### config.mk
export PLATFORM = sky130hd
export DESIGN_NAME = seven_seg_reader
export DESIGN_NICKNAME = d
export VERILOG_FILES = /design/src/rtl/seven_seg_pkg.sv /design/src/rtl/seven_seg_encoder.sv /design/src/rtl/seven_seg_reader.sv
export SDC_FILE = /design/constraint.sdc
export NUM_CORES = 1
export LEC_CHECK = 0
export ABC_AREA = 1
export CAP_MARGIN = 20
export CORE_ASPECT_RATIO = 1.2
export CORE_MARGIN = 4
export CORE_UTILIZATION = 42
export DETAILED_ROUTE_END_ITERATION = 10
export SETUP_SLACK_MARGIN = 0.4
export SYNTH_ARGS = -nofsm -noshare
export SYNTH_HDL_FRONTEND = slang
export SYNTH_SLANG_ARGS = --single-unit
### constraint.sdc
create_clock -name clk -period 4.11 [get_ports clk]
set_input_delay 0.822 -clock clk [delete_from_list [all_inputs] [get_ports clk]]
set_output_delay 0.822 -clock clk [all_outputs]
set_load 0.03 [all_outputs]
### src/rtl/seven_seg_pkg.sv
// Shared definitions for the seven-segment bus reader: normalised (active-high,
// abcdefg) segment patterns, the capture FSM state type and the pattern decoder.
package seven_seg_pkg;

  localparam logic [6:0] SEG_0     = 7'b1111110;
  localparam logic [6:0] SEG_1     = 7'b0110000;
  localparam logic [6:0] SEG_2     = 7'b1101101;
  localparam logic [6:0] SEG_3     = 7'b1111001;
  localparam logic [6:0] SEG_4     = 7'b0110011;
  localparam logic [6:0] SEG_5     = 7'b1011011;
  localparam logic [6:0] SEG_6     = 7'b1011111;
  localparam logic [6:0] SEG_7     = 7'b1110000;
  localparam logic [6:0] SEG_8     = 7'b1111111;
  localparam logic [6:0] SEG_9     = 7'b1111011;
  localparam logic [6:0] SEG_A     = 7'b1110111;
  localparam logic [6:0] SEG_B     = 7'b0011111;
  localparam logic [6:0] SEG_C     = 7'b1001110;
  localparam logic [6:0] SEG_D     = 7'b0111101;
  localparam logic [6:0] SEG_E     = 7'b1001111;
  localparam logic [6:0] SEG_F     = 7'b1000111;
  localparam logic [6:0] SEG_BLANK = 7'b0000000;

  typedef enum logic [1:0] {
    IDLE    = 2'd0,
    SETTLE  = 2'd1,
    CAPTURE = 2'd2,
    HOLD    = 2'd3
  } state_t;

  // Returns {err, blank, nibble[3:0]}; blank and unknown patterns yield nibble 0.
  function automatic logic [5:0] seg_to_nibble(input logic [6:0] seg);
    logic [5:0] res;
    case (seg)
      SEG_0:     res = {2'b00, 4'h0};
      SEG_1:     res = {2'b00, 4'h1};
      SEG_2:     res = {2'b00, 4'h2};
      SEG_3:     res = {2'b00, 4'h3};
      SEG_4:     res = {2'b00, 4'h4};
      SEG_5:     res = {2'b00, 4'h5};
      SEG_6:     res = {2'b00, 4'h6};
      SEG_7:     res = {2'b00, 4'h7};
      SEG_8:     res = {2'b00, 4'h8};
      SEG_9:     res = {2'b00, 4'h9};
      SEG_A:     res = {2'b00, 4'hA};
      SEG_B:     res = {2'b00, 4'hB};
      SEG_C:     res = {2'b00, 4'hC};
      SEG_D:     res = {2'b00, 4'hD};
      SEG_E:     res = {2'b00, 4'hE};
      SEG_F:     res = {2'b00, 4'hF};
      SEG_BLANK: res = {2'b01, 4'h0};
      default:   res = {2'b10, 4'h0};
    endcase
    return res;
  endfunction

endpackage

### src/rtl/seven_seg_encoder.sv
// Combinational recovery of a hex nibble from one normalised segment pattern,
// flagging blank digits and patterns that are not a hex glyph.
module seven_seg_encoder
  import seven_seg_pkg::*;
(
  input  logic [6:0] i_seg,
  output logic [3:0] o_nibble,
  output logic       o_blank,
  output logic       o_err
);

  logic [5:0] w_dec;

  assign w_dec                        = seg_to_nibble(i_seg);
  assign {o_err, o_blank, o_nibble}   = w_dec;

endmodule

### src/rtl/seven_seg_reader.sv
// Reads back a multiplexed seven-segment display bus and assembles one word per
// frame of NUM_DIGITS digits. Define SEVEN_SEG_READER_DP_EN to also track decimal points.
module seven_seg_reader
  import seven_seg_pkg::*;
#(
  parameter int NUM_DIGITS     = 4,
  parameter int COMMON_ANODE   = 1,
  parameter int DIG_ACTIVE_LOW = 1,
  parameter int SETTLE_CYCLES  = 8
) (
  input  logic                    clk,
  input  logic                    rst,
  input  logic [6:0]              seg_in,
`ifdef SEVEN_SEG_READER_DP_EN
  input  logic                    seg_dp,
  output logic [NUM_DIGITS-1:0]   dp_mask,
`endif
  input  logic [NUM_DIGITS-1:0]   dig_sel,
  output logic [4*NUM_DIGITS-1:0] value_out,
  output logic [NUM_DIGITS-1:0]   blank_mask,
  output logic [NUM_DIGITS-1:0]   err_mask,
  output logic                    frame_valid
);

  localparam int CNT_W = $clog2(SETTLE_CYCLES + 1);
  localparam int IDX_W = $clog2(NUM_DIGITS);
  localparam logic [CNT_W-1:0] CNT_MAX  = CNT_W'(SETTLE_CYCLES);
  localparam logic [CNT_W-1:0] CNT_LAST = CNT_W'(SETTLE_CYCLES - 1);

  state_t                  r_state;
  state_t                  w_state_next;
  logic [IDX_W-1:0]        r_idx;
  logic [CNT_W-1:0]        r_cnt;
  logic [7:0]              r_pat_prev;
  logic [NUM_DIGITS-1:0]   r_seen;
  logic [4*NUM_DIGITS-1:0] r_hold_val;
  logic [NUM_DIGITS-1:0]   r_hold_blank;
  logic [NUM_DIGITS-1:0]   r_hold_err;

  logic [6:0]              w_seg;
  logic [7:0]              w_pat;
  logic [NUM_DIGITS-1:0]   w_sel;
  logic                    w_onehot;
  logic [IDX_W-1:0]        w_idx;
  logic                    w_same_idx;
  logic                    w_pat_changed;
  logic                    w_latch;
  logic                    w_capture;
  logic                    w_frame_done;
  logic [NUM_DIGITS-1:0]   w_seen_next;
  logic [3:0]              w_nibble;
  logic                    w_blank;
  logic                    w_err;

  assign w_seg = (COMMON_ANODE != 0)   ? ~seg_in  : seg_in;
  assign w_sel = (DIG_ACTIVE_LOW != 0) ? ~dig_sel : dig_sel;

`ifdef SEVEN_SEG_READER_DP_EN
  logic                  w_dp;
  logic [NUM_DIGITS-1:0] r_hold_dp;

  assign w_dp  = (COMMON_ANODE != 0) ? ~seg_dp : seg_dp;
  assign w_pat = {w_dp, w_seg};
`else
  // The top bit of the stability pattern is the decimal point; tie it off here.
  assign w_pat = {1'b0, w_seg};
`endif

  assign w_onehot      = (w_sel != '0) &&
                         ((w_sel & (w_sel - NUM_DIGITS'(1))) == '0);
  assign w_same_idx    = w_onehot && (w_idx == r_idx);
  assign w_pat_changed = (w_pat != r_pat_prev);

  // Position of the selected digit; only meaningful when the selection is one-hot.
  always_comb begin
    w_idx = '0;
    for (int i = 0; i < NUM_DIGITS; i++) begin
      w_idx = w_idx | (w_sel[i] ? IDX_W'(i) : '0);
    end
  end

  // The settled pattern is taken from the previous-cycle register so CAPTURE
  // decodes exactly what was checked for stability.
  seven_seg_encoder u_encoder (
    .i_seg    (r_pat_prev[6:0]),
    .o_nibble (w_nibble),
    .o_blank  (w_blank),
    .o_err    (w_err)
  );

  // FSM state register.
  always_ff @(posedge clk) begin
    if (rst) begin
      r_state <= IDLE;
    end else begin
      r_state <= w_state_next;
    end
  end

  // FSM next-state logic.
  always_comb begin
    w_state_next = r_state;
    case (r_state)
      IDLE: begin
        if (w_onehot) begin
          w_state_next = SETTLE;
        end else begin
          w_state_next = IDLE;
        end
      end
      SETTLE: begin
        if (!w_same_idx) begin
          w_state_next = IDLE;
        end else if (w_pat_changed) begin
          w_state_next = SETTLE;
        end else if (r_cnt == CNT_LAST) begin
          w_state_next = CAPTURE;
        end else begin
          w_state_next = SETTLE;
        end
      end
      CAPTURE: w_state_next = HOLD;
      HOLD: begin
        if (w_same_idx) begin
          w_state_next = HOLD;
        end else begin
          w_state_next = IDLE;
        end
      end
      default: w_state_next = IDLE;
    endcase
  end

  // FSM outputs: index latch and capture strobe.
  always_comb begin
    w_latch   = 1'b0;
    w_capture = 1'b0;
    case (r_state)
      IDLE:    w_latch   = w_onehot;
      CAPTURE: w_capture = 1'b1;
      default: begin
        w_latch   = 1'b0;
        w_capture = 1'b0;
      end
    endcase
  end

  // Selected index, settle counter (saturating) and previous-cycle pattern.
  always_ff @(posedge clk) begin
    if (rst) begin
      r_idx      <= '0;
      r_cnt      <= '0;
      r_pat_prev <= '0;
    end else begin
      r_pat_prev <= w_pat;
      if (w_latch) begin
        r_idx <= w_idx;
        r_cnt <= '0;
      end else if (r_state == SETTLE) begin
        if (w_pat_changed) begin
          r_cnt <= '0;
        end else if (r_cnt != CNT_MAX) begin
          r_cnt <= r_cnt + CNT_W'(1);
        end else begin
          r_cnt <= r_cnt;
        end
      end else begin
        r_idx <= r_idx;
        r_cnt <= r_cnt;
      end
    end
  end

  // A capture in the completion cycle is OR-ed in after the clear, so it opens the next frame.
  assign w_frame_done = (r_seen == '1);
  assign w_seen_next  = (w_frame_done ? '0 : r_seen) |
                        (w_capture ? (NUM_DIGITS'(1) << r_idx) : '0);

  // Per-digit holding registers and the seen vector.
  always_ff @(posedge clk) begin
    if (rst) begin
      r_seen       <= '0;
      r_hold_val   <= '0;
      r_hold_blank <= '0;
      r_hold_err   <= '0;
`ifdef SEVEN_SEG_READER_DP_EN
      r_hold_dp    <= '0;
`endif
    end else begin
      r_seen <= w_seen_next;
      if (w_capture) begin
        r_hold_val[{r_idx, 2'b00} +: 4] <= w_nibble;
        r_hold_blank[r_idx]             <= w_blank;
        r_hold_err[r_idx]               <= w_err;
`ifdef SEVEN_SEG_READER_DP_EN
        r_hold_dp[r_idx]                <= r_pat_prev[7];
`endif
      end
    end
  end

  // Frame publication; outputs keep their value between frames.
  always_ff @(posedge clk) begin
    if (rst) begin
      frame_valid <= 1'b0;
      value_out   <= '0;
      blank_mask  <= '0;
      err_mask    <= '0;
`ifdef SEVEN_SEG_READER_DP_EN
      dp_mask     <= '0;
`endif
    end else begin
      frame_valid <= w_frame_done;
      if (w_frame_done) begin
        value_out  <= r_hold_val;
        blank_mask <= r_hold_blank;
        err_mask   <= r_hold_err;
`ifdef SEVEN_SEG_READER_DP_EN
        dp_mask    <= r_hold_dp;
`endif
      end
    end
  end

endmodule

==> flow_metrics.tcl <==
set metrics [dict create \
    path_clk_slew_ns 0.07 \
    max_cap_violations 0 \
    final_nets 477 \
    crit_end "r_cnt[0]" \
    synth_top_area_share 0.4550 \
    cp.required_ns 4.34 \
    regArea_um2 1361 \
    slew_headroom 0.5145 \
    core.rowCount 33 \
    synth_area_leaders "dfxtp_1 (46%), nor2_1 (12%), nand2_1 (11%)" \
    dieArea_um2 8543 \
    r2r-end "r_hold_val[1]" \
    vdd_ir_drop_max_mv 0.2154 \
    yosys_register_bits 68 \
    syn_area_per_cell_um2 7.123 \
    synthCells 420 \
    crit_start "rst" \
    endpoint_kind "register" \
    rsz0062_at_grt "false" \
    synth_area_um2 2992 \
    synth_top_area_cell "dfxtp_1" \
    synth-main-ff-cell "dfxtp_1" \
    worstMarginPinSlew_ns 0.7274 \
    path_class "input pin to register" \
    async_reset_ff_frac 0 \
    cp_slowest_cell "clkdlybuf4s50_1" \
    ys.warnings.count 0 \
    drtPass1Iterations 4 \
    grt_max_degree 31 \
    ys_seq_area_frac 0.4550 \
    vias_per_cell 4.724 \
    finalSetupViolCount 0 \
    start_kind "input pin" \
    reg2reg_slack_ns 2.12 \
    place_area_um2 3443 \
    power_switching_mw 0.3293 \
    cts_tree "built" \
    root_buffer "clkbuf_8" \
    p_leak_nw 1.556 \
    cellPowerDensity_nw_per_um2 389.4 \
    hp-class "register to register" \
    wl_per_cell_um 11.27 \
    cp_max_fo 30 \
    stdcell_count 550 \
    period_minus_slack_ns 2.249 \
    antenna_cells 0 \
    die_h_um 100.5 \
    cts_buffers 9 \
    grt_first_pass_wirelength_um 10830 \
    cts_max_path_buffers 2 \
    initial_core_util 0.4339 \
    place.gp.congestion 0.8530 \
    crit_path_cell_trace "clkdlybuf4s50_1 > buf_4 > inv_1 > buf_4 > nand2_1 > nor2_1 > o21ai_0 > inv_1" \
    comb_power_share 0.066 \
    grt_pass1_vias 2440 \
    drc 0 \
    vias 2598 \
    routed_wl_um 6196 \
    slew_violations 0 \
    synthMostInstantiatedCell "nor2_1" \
    postRouteAntennaNets 0 \
    stdcell_area_um2 3684 \
    antenna_found_initial 0 \
    cts_resized 0 \
    ys_types 22 \
    fin_setup_tns_ns 0 \
    netSwitchingFraction 0.2296 \
    io_pins 38 \
    status "complete, no violations" \
    power_frac_seq 0.475 \
    drive_above_1_share 0.07127 \
    clock_power_share 0.459 \
    multiInputGateArea_um2 1456 \
    synth_commonest_cells "nor2_1 (94), nand2_1 (87), dfxtp_1 (68)" \
    post_cts_buffers 0 \
    dp_cells 534 \
    r2r_cells 8 \
    hold_viol_final 0 \
    clock_latency_ns 0.33 \
    r2r-start "r_idx[0]" \
    power.internal_mw 1.105 \
    nFillCells 698 \
    max_stage_delay_ns 0.45 \
    cts_hold_buffers 0 \
    io_buffers 37 \
    fmax_mhz 444.6 \
    skew_ns 0.006746 \
    dpl.hpwl_um 4556 \
    design.core.area_um2 6895 \
    synthesis.nets 439 \
    dr.first_iter.drc_count 131 \
    syn_to_final_growth_pct 23.13 \
    cts_sinks 68 \
    synth_edf_count 0 \
    grt_remaining_overflow 0 \
    finalCritPeriodShare 0.5472 \
    worst_ep_arrival_time_ns 2.48 \
    die_w_um 85.05 \
    grtUsageTotal 0.1560 \
    h-tree-depth 3 \
]
cell type report:
cell class / instances / share of cell area
Clock buffer: 10 / 0.03465
Sequential cell: 68 / 0.3696
Inverter: 33 / 0.03363
Timing Repair Buffer: 40 / 0.1067
Multi-Input combinational cell: 306 / 0.3954
Clock inverter: 6 / 0.03057
Tap cell: 87 / 0.02955
registers in the layout, summed over array words and instances, names as in the netlist:
signal / count
blank_mask: 4
err_mask: 4
frame_valid: 1
r_cnt: 4
r_hold_blank: 4
r_hold_err: 4
r_hold_val: 16
r_idx: 2
r_pat_prev: 7
r_seen: 4
r_state: 2
value_out: 16
kinds of logic (layout without fill, tap and decap cells):
| logic type | after synthesis | in the layout | share of synthesized area |
|---|---|---|---|
| and+or+nand+nor | 225 | 225 | 0.3237 |
| DFF | 68 | 68 | 0.4550 |
| AOI/OAI and AO/OA | 66 | 66 | 0.1117 |
| buffers and inverters | 46 | 89 | 0.05813 |
| xor gates and xnor gates | 9 | 9 | 0.02635 |
| adders and majority gates | 6 | 6 | 0.02509 |
routing by layer:
metal / global-route usage / share of wire
met5: 0 / 0
met4: 0.05481 / 0.012
met3: 0.03925 / 0.040
met2: 0.2608 / 0.47
met1: 0.1952 / 0.48
per-stage QoR:
step,setup WS [ns],power [mW],util,hold slack (ns)
after floorplan,2.477,0.7600,-,0.4409
after global placement,1.533,0.7889,0.4994,0.4510
after detailed placement,1.495,0.7908,0.4994,0.4546
after CTS,1.862,1.453,0.5342,0.4659
after global routing,1.665,1.500,0.5342,0.4815
final,1.861,1.434,0.5342,0.4632
critical path: cells and delay by family:
family | cells | cell delay (ns)
buf+inv | 5 | 1.34
compound gates | 1 | 0.07
simple gates | 2 | 0.25
worst min path at each step:
stage	slack, ns	from	depth (start not counted)	to
global route	0.48	r_hold_val[15]	2	r_hold_val[15]
detailed placement	0.45	r_hold_val[3]	2	r_hold_val[3]
CTS	0.47	r_hold_val[6]	2	r_hold_val[6]
floorplan	0.44	r_seen[2]	2	r_seen[2]
global placement	0.45	r_hold_val[1]	2	r_hold_val[1]
finish	0.46	r_hold_val[6]	2	r_hold_val[6]
cell usage in the layout, fill, tap and decap left out:
cell type / instances
clkbuf_8: 9
nand2_2: 3
nand3b_1: 1
xor2_1: 9
nor3_2: 1
buf_4: 3
nor4_1: 1
clkinv_4: 2
nand3_1: 12
ha_1: 6
inv_1: 30
nand4_1: 18
o21ai_0: 34
clkinv_2: 1
nor2_1: 94
o22ai_1: 3
nor2_2: 5
nand2_1: 87
bufinv_16: 3
inv_2: 3
a21oi_1: 29
nor3_4: 2
clkdlybuf4s50_1: 37
nand3_2: 1
dfxtp_1: 68
clkbuf_1: 1
power by group through the flow:
stage | logic, mW | clock network, mW | registers [mW]
global route | 0.109 | 0.709 | 0.682
global placement | 0.0934 | 0 | 0.696
finish | 0.0946 | 0.659 | 0.681
CTS | 0.0951 | 0.678 | 0.680
detailed placement | 0.0949 | 0 | 0.696
floorplan | 0.0699 | 0 | 0.690
Note: power is estimated with default switching activity, not from simulation.
